## src/rtl/mem_arb_pkg.sv

```systemverilog
// Shared types and constants for the round-robin memory arbiter.
package mem_arb_pkg;

    // Arbiter operating mode.
    typedef enum logic [0:0] {
        ARB    = 1'b0,
        LOCKED = 1'b1
    } arb_state_e;

    // Requester slots on the shared memory.
    localparam int REQ_DATA  = 0;
    localparam int REQ_FETCH = 1;
    localparam int REQ_HOST  = 2;

    // Default geometry of the 256x16 memory macro.
    localparam int DEFAULT_ADDR_W = 8;
    localparam int DEFAULT_DATA_W = 16;

    // Index width for a requester count; at least one bit so a single requester still works.
    function automatic int idx_width(input int n);
        return (n > 1) ? $clog2(n) : 1;
    endfunction

endpackage

```

## src/rtl/rr_picker.sv

```systemverilog
// Combinational round-robin picker: first eligible index at or above ptr, wrapping.
module rr_picker #(
    parameter int NREQ  = 3,
    parameter int IDX_W = 2
) (
    input  logic [NREQ-1:0]  eligible_i,
    input  logic [IDX_W-1:0] ptr_i,
    output logic [NREQ-1:0]  onehot_o,
    output logic [IDX_W-1:0] idx_o,
    output logic             valid_o
);

    // Walk NREQ candidates starting at ptr; the first hit wins and masks all later ones.
    always_comb begin
        int  cand;
        logic hit;
        onehot_o = '0;
        idx_o    = '0;
        valid_o  = 1'b0;
        cand     = 0;
        hit      = 1'b0;
        for (int k = 0; k < NREQ; k++) begin
            cand = int'(ptr_i) + k;
            cand = (cand >= NREQ) ? (cand - NREQ) : cand;
            hit  = !valid_o && eligible_i[cand];
            onehot_o[cand] = onehot_o[cand] | hit;
            idx_o   = hit ? IDX_W'(cand) : idx_o;
            valid_o = valid_o | hit;
        end
    end

endmodule

```

## src/rtl/mem_arbiter.sv

```systemverilog
// Round-robin arbiter sharing one single-port synchronous memory between the
// CPU data port, CPU fetch port and host port, with a host lock mode.
module mem_arbiter
    import mem_arb_pkg::*;
#(
    parameter int NREQ    = 3,
    parameter int ADDR_W  = DEFAULT_ADDR_W,
    parameter int DATA_W  = DEFAULT_DATA_W,
    parameter int LOCK_ID = REQ_HOST
) (
    input  logic                   clock,
    input  logic                   reset,
    input  logic [NREQ-1:0]        req,
    input  logic [NREQ-1:0]        we,
    input  logic [NREQ*ADDR_W-1:0] addr,
    input  logic [NREQ*DATA_W-1:0] wdata,
    input  logic                   lock_req,
    output logic [NREQ-1:0]        gnt,
    output logic [NREQ-1:0]        rvalid,
    output logic [DATA_W-1:0]      rdata,
    output logic                   locked,
    output logic                   mem_en,
    output logic                   mem_we,
    output logic [ADDR_W-1:0]      mem_addr,
    output logic [DATA_W-1:0]      mem_wdata,
    input  logic [DATA_W-1:0]      mem_rdata
);

    localparam int IDX_W = idx_width(NREQ);
    localparam logic [NREQ-1:0]  LOCK_MASK     = {{(NREQ-1){1'b0}}, 1'b1} << LOCK_ID;
    localparam logic [IDX_W-1:0] LOCK_EXIT_PTR = IDX_W'((LOCK_ID + 1) % NREQ);
    localparam logic [IDX_W-1:0] LAST_IDX      = IDX_W'(NREQ - 1);

    arb_state_e       state_q, state_d;
    logic [IDX_W-1:0] ptr_q, ptr_d;
    logic [NREQ-1:0]  rvalid_q, rvalid_d;

    logic [NREQ-1:0]  eligible_s;
    logic [NREQ-1:0]  win_onehot_s;
    logic [IDX_W-1:0] win_idx_s;
    logic             win_valid_s;

    // In LOCKED only the lock holder may compete; everyone else waits silently.
    always_comb begin
        eligible_s = '0;
        case (state_q)
            ARB:     eligible_s = req;
            LOCKED:  eligible_s = req & LOCK_MASK;
            default: eligible_s = '0;
        endcase
    end

    rr_picker #(
        .NREQ  (NREQ),
        .IDX_W (IDX_W)
    ) u_picker (
        .eligible_i (eligible_s),
        .ptr_i      (ptr_q),
        .onehot_o   (win_onehot_s),
        .idx_o      (win_idx_s),
        .valid_o    (win_valid_s)
    );

    // Mode register: async reset back to ARB.
    always_ff @(posedge clock or negedge reset) begin
        if (!reset) begin
            state_q <= ARB;
        end else begin
            state_q <= state_d;
        end
    end

    // Mode transitions follow the sampled lock_req level.
    always_comb begin
        state_d = state_q;
        case (state_q)
            ARB:     state_d = lock_req ? LOCKED : ARB;
            LOCKED:  state_d = lock_req ? LOCKED : ARB;
            default: state_d = ARB;
        endcase
    end

    // Pointer and read-valid next state; lock exit hands priority to the requester after the host.
    always_comb begin
        ptr_d    = ptr_q;
        rvalid_d = '0;
        if ((state_q == LOCKED) && !lock_req) begin
            ptr_d = LOCK_EXIT_PTR;
        end else if (win_valid_s) begin
            ptr_d = (win_idx_s == LAST_IDX) ? '0 : (win_idx_s + IDX_W'(1));
        end else begin
            ptr_d = ptr_q;
        end
        if (win_valid_s && !we[win_idx_s]) begin
            rvalid_d = win_onehot_s;
        end else begin
            rvalid_d = '0;
        end
    end

    // Pointer and read-valid registers; reset discards any read still in flight.
    always_ff @(posedge clock or negedge reset) begin
        if (!reset) begin
            ptr_q    <= '0;
            rvalid_q <= '0;
        end else begin
            ptr_q    <= ptr_d;
            rvalid_q <= rvalid_d;
        end
    end

    // Grant, memory command mux and read-return outputs.
    always_comb begin
        gnt       = win_onehot_s;
        locked    = (state_q == LOCKED);
        rvalid    = rvalid_q;
        mem_en    = win_valid_s;
        mem_we    = 1'b0;
        mem_addr  = '0;
        mem_wdata = '0;
        if (win_valid_s) begin
            mem_we    = we[win_idx_s];
            mem_addr  = addr[win_idx_s*ADDR_W +: ADDR_W];
            mem_wdata = wdata[win_idx_s*DATA_W +: DATA_W];
        end else begin
            mem_we    = 1'b0;
            mem_addr  = '0;
            mem_wdata = '0;
        end
        if (|rvalid_q) begin
            rdata = mem_rdata;
        end else begin
            rdata = '0;
        end
    end

endmodule

```

## config.mk

```make
export PLATFORM = sky130hd
export DESIGN_NAME = mem_arbiter
export DESIGN_NICKNAME = d
export VERILOG_FILES = /design/src/rtl/mem_arb_pkg.sv /design/src/rtl/rr_picker.sv /design/src/rtl/mem_arbiter.sv
export SDC_FILE = /design/constraint.sdc
export NUM_CORES = 1
export LEC_CHECK = 0
export CORE_MARGIN = 5
export CORE_UTILIZATION = 29
export DETAILED_ROUTE_END_ITERATION = 10
export GPL_ROUTABILITY_DRIVEN = 0
export PLACE_DENSITY = 0.86
export SYNTH_ARGS = -nofsm -noshare
export SYNTH_HDL_FRONTEND = slang
export SYNTH_SLANG_ARGS = --single-unit
```

## constraint.sdc

```tcl
create_clock -name clock -period 4.25 [get_ports clock]
set_clock_uncertainty 0.15 [all_clocks]
set_input_delay 0.85 -clock clock [delete_from_list [all_inputs] [get_ports clock]]
set_output_delay 0.85 -clock clock [all_outputs]
set_load 0.1 [all_outputs]
```

* Yosys cells after proc, flatten, opt, wreduce, memory -nomap -nowiden *
Cells that the tools add are included.

storage, ports and cells
  memory bits (read-only) = 0
  bits in latches = 0
  memory bits (writable) = 0
  memories = 0
  bits in registers = 6
  word-level logic and storage cells = 86
  output and inout port bits = 49

operators by class
  bitwise logic cells = 7
  $add $sub $neg = 6
  $lt $le $gt $ge = 10
  mux-type cells = 44
  shift-type cells = 2
  equality and inequality tests = 1
  divide/modulo/power cells = 0
  multipliers = 0
  reduce and logical (&&, ||, !) cells = 13

operators with widths
  operator                                                      number
  >= comparator 32 x 1 -> 1 bit (second input constant)         3
  less-than comparator 32 x 4 -> 1 bit (second input constant)  3
  2-to-1 mux 32 bit                                             3
  >= comparator 32 x 3 -> 1 bit (second input constant)         2
  subtractor 32 x 3 -> 32 bit (second input constant)           2
  variable part select 48 x 7 -> 16 bit                         1
  2-to-1 mux 16 bit                                             2
  variable part select 24 x 6 -> 8 bit                          1
  2-to-1 mux 1 bit                                              18
  binary-select mux 1 bit (select 2 bit)                        7
  2-to-1 mux 2 bit                                              6
  2-to-1 mux 8 bit                                              1
  logical AND 1 bit                                             7
  bitwise mux 3 bit                                             2
  demux 1 bit (select 2 bit)                                    3
  one-hot mux 3 bit (2 select lines)                            1
  bitwise OR 1 bit                                              5
  logical NOT 1 bit                                             4
  adder 2 x 1 -> 3 bit (second input constant)                  1
  adder 2 x 2 -> 3 bit (second input constant)                  1
  AND 3 bit                                                     1
  less-than comparator 2 x 3 -> 1 bit (second input constant)   1
  2-to-1 mux 3 bit                                              1
  OR reduction 3 bit                                            1
  6 further kinds                                               6

* Logic depth before layout (Yosys ltp) *
Gate-level depths: netlist (run 1).

  depth after elaboration = 18
  mapped depth = 10

* Modules after synthesis *
Synthesis (run 1) repeated with hierarchy kept, for this count alone.

unflattened totals
  cell total of the unflattened synthesis = 186
  area total of the unflattened synthesis = 1341.3 um^2

by module, submodules not included
  module       cells each  instances  area each (um^2)  sequential area each (um^2)
  mem_arbiter  131         1          975.9             150.1
  rr_picker    55          1          365.4             0.0

* Worst setup path before layout (run 1) *
OpenSTA, ideal clock, no wires.

  path kind = reg2out
  start = reg state_q, in the netlist locked
  end = out gnt[2]
  stages on the path, launching flop included = 4
  required time = 3250 ps
  data arrival time = 3734 ps
  setup slack = -484 ps
  path through = dfrtp_1 or2_4 o21ai_1 o32ai_1

between the ends
  longest elaborated chain between the ends = 17
  elaborated cells on any way between the ends = 28
  those cells by class = mux (18); bitwise (6); reduce/logical (4)

RTL lines
  what                                                  RTL line           source
  from (decl)                                           mem_arbiter.sv:34  arb_state_e state_q, state_d;
  from (signal assigned)                                mem_arbiter.sv:69  state_q <= state_d;
  inverter 1 bit                                        mem_arbiter.sv:46  case (state_q)
  one-hot mux 3 bit (2 select lines) *                  mem_arbiter.sv:46
  binary-select mux 1 bit (select 2 bit)                rr_picker.sv:25    hit = !valid_o && eligible_i[cand];
  2-to-1 mux 1 bit (implied by the code) (2 in series)  rr_picker.sv:25
  bitwise OR 1 bit                                      rr_picker.sv:26    onehot_o[cand] = onehot_o[cand] | hit;
  AND 3 bit (no line)                                   -
  binary-select mux 1 bit (select 2 bit)                rr_picker.sv:26
  2-to-1 mux 1 bit (implied by the code) (2 in series)  rr_picker.sv:26
  bitwise OR 1 bit                                      rr_picker.sv:26
  bitwise mux 3 bit                                     rr_picker.sv:26
  binary-select mux 1 bit (select 2 bit)                rr_picker.sv:26
  2-to-1 mux 1 bit (implied by the code) (2 in series)  rr_picker.sv:26
  bitwise OR 1 bit                                      rr_picker.sv:26
  bitwise mux 3 bit *                                   rr_picker.sv:26
  to (decl)                                             mem_arbiter.sv:18  output logic [NREQ-1:0] gnt,

Every way passes the cells marked *; elsewhere a longest branch is shown, timed or not. The select of a mux whose other input is x is not followed.

* Final worst setup path (run 1) *
  start = in req[0]
  end = out mem_addr[7]

between the ends
  longest elaborated chain between the ends = 12
  elaborated cells on any way between the ends = 21
  those cells by class = shift (1); mux (14); bitwise (2); reduce/logical (4)

RTL lines
  what                                                  RTL line            source
  from (decl)                                           mem_arbiter.sv:13   input logic [NREQ-1:0] req,
  one-hot mux 3 bit (2 select lines) *                  mem_arbiter.sv:46
  binary-select mux 1 bit (select 2 bit)                rr_picker.sv:25
  2-to-1 mux 1 bit (implied by the code) (2 in series)  rr_picker.sv:25
  logical NOT 1 bit                                     rr_picker.sv:25
  logical AND 1 bit                                     rr_picker.sv:25
  bitwise OR 1 bit                                      rr_picker.sv:28     valid_o = valid_o | hit;
  logical NOT 1 bit                                     rr_picker.sv:25
  logical AND 1 bit                                     rr_picker.sv:25
  2-to-1 mux 2 bit                                      rr_picker.sv:27     idx_o = hit ? IDX_W'(cand) : idx_o;
  variable part select 24 x 6 -> 8 bit                  mem_arbiter.sv:123  mem_addr = addr[win_idx_s*ADDR_W +: ADDR_W];
  2-to-1 mux 8 bit *                                    mem_arbiter.sv:121  if (win_valid_s) begin
  to (decl)                                             mem_arbiter.sv:24   output logic [ADDR_W-1:0] mem_addr,

Marks and branches as above.

==> out/metrics.cfg, run 1 <==
[critical_path]
cpLargestDelayFamily=buffers and inverters
timing.rr.end=rvalid[2]
arrival_ps=3130
r2r_slack_ps=1620
cp-end-kind=output pin
reg2reg_depth=8
worst-setup-path-type=primary input to output pin
cp_cell_sequence=clkdlybuf4s50_1, mux2i_1, o21a_1, buf_4, a211oi_4, nor4_4, buf_4, buf_12, a221o_1, buf_12
cpPeakStageDelay_ps=550
worst_ep_required_time_ps=3250
path_max_fanout=15
crit_slowest_cell=clkdlybuf4s50_1
crit_buf_inv=5
rr_startpoint=ptr_q[1]
start_kind=primary input

[clocking]
clkLatencyLatePin_ps=220
clockBufferDepth=2
ctsRootBufferMaster=clkbuf_8
cts_hold_buf=0
cts_buffers=3
h-tree-depth=1
clkTransAtPathRegs_ps=40
clock-sinks=6
cts_tree=built

[global_routing]
grt_start_max_net_pins=26
grt_pass1_wl_um=9870
groute.usage.overall_pct=23.3
first_global_vias=1811
antenna_found_initial=0
grt_overflow=0

[run]
cap_violations=0

[timing]
fin_ws_ps=117
hold_viol=0
setup-violations-final=0
rsz0062_at_grt=false
slew_headroom_pct=32.6
drv_slew=0
fin_crit_sh_pct=97.2
tightest_slew_ps=1010
fmax_ghz=0.242
period_minus_slack_ps=4130

[final_layout]
drive_gt1_share_pct=25.2
fin_nets=403
diodes=0
fin_area_um2=3100
final_common_cell=clkdlybuf4s50_1
final_cell_count_no_fill=351
area_growth_pct=151
layout_common_cells=100 x clkdlybuf4s50_1, 31 x buf_4, 30 x buf_12, 28 x and2_1, 24 x a221o_1

[drt]
drtIter0Drc=81
ant_nets=0
avgRoutedWirePerCell_um=20.6
via_per_inst=5.24
drc=0
num_vias=1839
dr.pass1.iters=4
detail_route.wirelength_um=7220

[placement]
portBuffers=145
placedCellCount=346
dp_hpwl_um=6260
place_area_um2=3030
pre_cts_slack_ps=-86.4

[die]
core_area_um2=4060
placementRows=23
die_y_um=75.4
die_area_um2=5680
fp.dieW_um=75.4
start_util_pct=30.5
io_pins=146

[yosys]
synthFlopType=dfrtp_1
yosys_warnings=0
syn_inst=148
ys_types=44
synth_area_um2=1240
synth.avg_cell_area_um2=8.37
synth_nets=248
synth_edf_count=0
yosysSeqAreaShare_pct=12.1
async_reset_ff_share_pct=100
ys_ff_latch=6

[hold_path]
min_to=ptr_q[1]
min_path_type=flip-flop to flip-flop
min_path_cells=1
hp-start=ptr_q[1]

[outcome]
outcome=complete, no violations

layer usage:
metal	vias to the layer above	track usage, %	wire, um
li1	880	-	-
met1	845	27.0	2480
met2	103	43.7	3900
met3	11	3.96	708
met4	0	6.21	123
met5	-	0	0
cells in the mapped netlist (all sizes together), types with 4 or more instances:
library cell	n	area (um2)
and2	28	175
a221o	24	240
nor2b	17	106
buf	7	78.8
dfrtp	6	150
inv	5	18.8
nand2	5	18.8
or2	5	33.8
and4	4	37.5
clkbuf	4	15.0
o21ai	4	20.0
flip-flops by register name, indices dropped and copies added (netlist names):
register and cells:
rvalid 3, ptr_q 2, locked 1
area by class of cell:
class / count / area [um2]
clock buffers: 3 / 41.3
flip-flops and latches: 6 / 150
multi-input cells: 126 / 997
inverters: 5 / 18.8
repair buffers: 161 / 1830
fillers: 275 / 953
well taps: 50 / 62.6
through the flow:
stage	hold WS, ps	setup TNS, ps	utilization, %
floorplan	359	0	-
global placement	379	-12.1	74.6
detailed placement	387	-672	74.6
CTS	395	0	76.3
global route	423	0	76.5
finish	396	0	76.5
logic make-up after synthesis:
| kind of cell | share of synthesized area, % |
|---|---|
| adders and majority gates | 3.03 |
| buffers and inverters | 9.09 |
| and+or+nand+nor | 38.7 |
| DFF | 12.1 |
| AOI/OAI and AO/OA | 33.4 |
| muxes | 3.64 |
worst max-delay path by stage:
stage / startpoint / to / slack [ps] / cells after the start
global route: req[0] / mem_addr[7] / 20 / 10
CTS: req[0] / mem_addr[7] / 90 / 10
detailed placement: req[0] / mem_addr[7] / -90 / 8
finish: req[0] / mem_addr[7] / 120 / 10
global placement: req[0] / mem_addr[7] / -10 / 8
floorplan: locked / mem_addr[1] / 240 / 6
what timing repair did:
action,in CTS,in global routing
pin swaps,1,0
buffers inserted,2,0
gates resized for setup,0,1
endpoints found under the setup margin,15,12
Power of run 1 is not shown: default switching activity piles up to over one toggle a cycle in this logic, so the estimate is an artifact.
==> run 2, diff against run 1 <==
--- a/config.mk
+++ b/config.mk
@@ -9,7 +9,7 @@
 export CORE_UTILIZATION = 29
 export DETAILED_ROUTE_END_ITERATION = 10
 export GPL_ROUTABILITY_DRIVEN = 0
-export PLACE_DENSITY = 0.86
+export PLACE_DENSITY = 0.95
 export SYNTH_ARGS = -nofsm -noshare
 export SYNTH_HDL_FRONTEND = slang
 export SYNTH_SLANG_ARGS = --single-unit
==> out/metrics.cfg, run 2 (same netlist as run 1, synthesis figures left out) <==
[die]
die_y_um=75.4  ; unchanged
core_area_um2=4060  ; unchanged
placementRows=23  ; unchanged
die_area_um2=5680  ; unchanged
io_pins=146  ; unchanged
start_util_pct=30.5  ; unchanged
fp.dieW_um=75.4  ; unchanged

[timing]
final.setup.tns_ps=0  ; unchanged
period_minus_slack_ps=4160  ; was 4130 ps
hold_viol=0  ; unchanged
slew_headroom_pct=28.1  ; was 32.6%
fin_crit_sh_pct=97.9  ; was 97.2%
setup-violations-final=0  ; unchanged
tightest_slew_ps=1080  ; was 1010 ps
fmax_ghz=0.240  ; was 0.242 GHz
drv_slew=0  ; unchanged

[critical_path]
r2r_slack_ps=1530  ; was 1620 ps
arrival_ps=3160  ; was 3130 ps
worst-setup-path-type=primary input to output pin  ; unchanged
start_kind=primary input  ; unchanged
cp-end-kind=output pin  ; unchanged
worst_ep_required_time_ps=3250  ; about the same
cp_cell_sequence=clkdlybuf4s50_1, nor4bb_2, buf_4, inv_1, a211oi_4, buf_4, or2_1, buf_12, a221o_1, buf_12  ; was clkdlybuf4s50_1, mux2i_1, o21a_1, buf_4, a211oi_4, nor4_4, buf_4, buf_12, a221o_1, buf_12
crit_slowest_cell=clkdlybuf4s50_1  ; unchanged
cpPeakStageDelay_ps=530  ; was 550 ps
path_max_fanout=25  ; was 15

[drt]
detail_route.wirelength_um=7650  ; was 7220 um
ant_nets=0  ; unchanged
drc=0  ; unchanged
avgRoutedWirePerCell_um=21.4  ; was 20.6 um
via_per_inst=5.46  ; was 5.24
dr.pass1.iters=4  ; unchanged
num_vias=1954  ; was 1839
drtIter0Drc=116  ; was 81

[clocking]
cts_buffers=3  ; unchanged
clkTransAtPathRegs_ps=30  ; was 40 ps
clock-sinks=6  ; unchanged
clkLatencyLatePin_ps=220  ; about the same
cts_tree=built  ; unchanged
clockBufferDepth=2  ; unchanged
cts_hold_buf=0  ; unchanged
h-tree-depth=1  ; unchanged
ctsRootBufferMaster=clkbuf_8  ; unchanged

[final_layout]
fillers=246  ; was 275
diodes=0  ; unchanged
fin_nets=410  ; was 403
final_common_cell=clkdlybuf4s50_1  ; unchanged
drive_gt1_share_pct=27.3  ; was 25.2%
layout_common_cells=98 x clkdlybuf4s50_1, 38 x buf_4, 29 x buf_12, 28 x and2_1, 24 x a221o_1  ; was 100 x clkdlybuf4s50_1, 31 x buf_4, 30 x buf_12, 28 x and2_1, 24 x a221o_1
area_growth_pct=156  ; was 151%
largest_reg_flops=3  ; unchanged

[global_routing]
antenna_found_initial=0  ; unchanged
grt_overflow=0  ; unchanged
groute.usage.overall_pct=24.6  ; was 23.3%
grt_start_max_net_pins=26  ; unchanged
first_global_vias=1877  ; was 1811
grt_pass1_wl_um=10500  ; was 9870 um

[hold_path]
min_path_type=flip-flop to flip-flop  ; unchanged

[placement]
dp_hpwl_um=6220  ; was 6260 um
portBuffers=145  ; unchanged

[outcome]
outcome=complete, no violations  ; unchanged

[run]
cap_violations=0  ; unchanged

## run 2: cell types whose count changed in the layout (fill, tap and decap cells not counted)
cell,delta
dlymetal6s2s_1,+2
nor4bb_1,-1
clkdlybuf4s50_1,-2
nor4bb_2,+1
nor4_4,+1
buf_12,-1
buf_4,+7
## run 2: layout make-up
type / instances / area [um2] / share of cell area (%)
repair buffers: 167 / 1870 / 59.1
multi-input cells: 127 / 1020 / 32.3
flip-flops and latches: 6 / 150 / 4.74
well taps: 50 / 62.6 / 1.97
clock buffers: 3 / 41.3 / 1.30
inverters: 5 / 18.8 / 0.592
## run 2: worst paths after layout
| kind | start | endpoint | depth (start not counted) |
|---|---|---|---|
| min in group asynchronous | reset | locked | 1 |
| worst min register to register | ptr_q[1] | ptr_q[1] | 1 |
| worst min-delay path | ptr_q[1] | ptr_q[1] | 1 |
| worst max register to register | ptr_q[0] | rvalid[1] | 8 |
| max in group asynchronous | reset | rvalid[1] | 1 |
| worst max-delay path | req[1] | mem_wdata[10] | 10 |
## run 2: critical path: cells and delay by family
| kind | cells | cell delay, ps |
|---|---|---|
| buffers and inverters | 6 | 1320 |
| AOI/OAI and AO/OA | 2 | 540 |
| and+or+nand+nor | 2 | 450 |
## run 2: metrics by stage
stage	hold slack (ps)	util, %	setup slack [ps]	area (um2)	instances
floorplan	359	-	239	1250	148
global placement	378	75.2	-385	3050	351
detailed placement	394	75.2	-408	3050	351
CTS	402	77.5	34.7	3140	356
global route	433	78.1	-1.15	3170	358
finish	394	78.1	90.6	3170	358
## run 2: what timing repair did
item                                    4_1_cts  5_1_grt
endpoints found under the setup margin       24       21
gates cloned                                  1        0
buffers inserted                              1        2
gates resized for setup                       2        3
pin swaps                                     2        3
## run 2: metal layers
| metal | vias up | routed length, um | part of all wire (%) | global-route usage, % |
|---|---|---|---|---|
| met5 | - | 0 | 0 | 0 |
| li1 | 897 | - | - | - |
| met1 | 931 | 2590 | 34 | 27.3 |
| met2 | 106 | 4070 | 53 | 46.3 |
| met3 | 20 | 722 | 9.4 | 6.07 |
| met4 | 0 | 271 | 3.5 | 6.41 |
Power of run 2 is left out for the same reason.
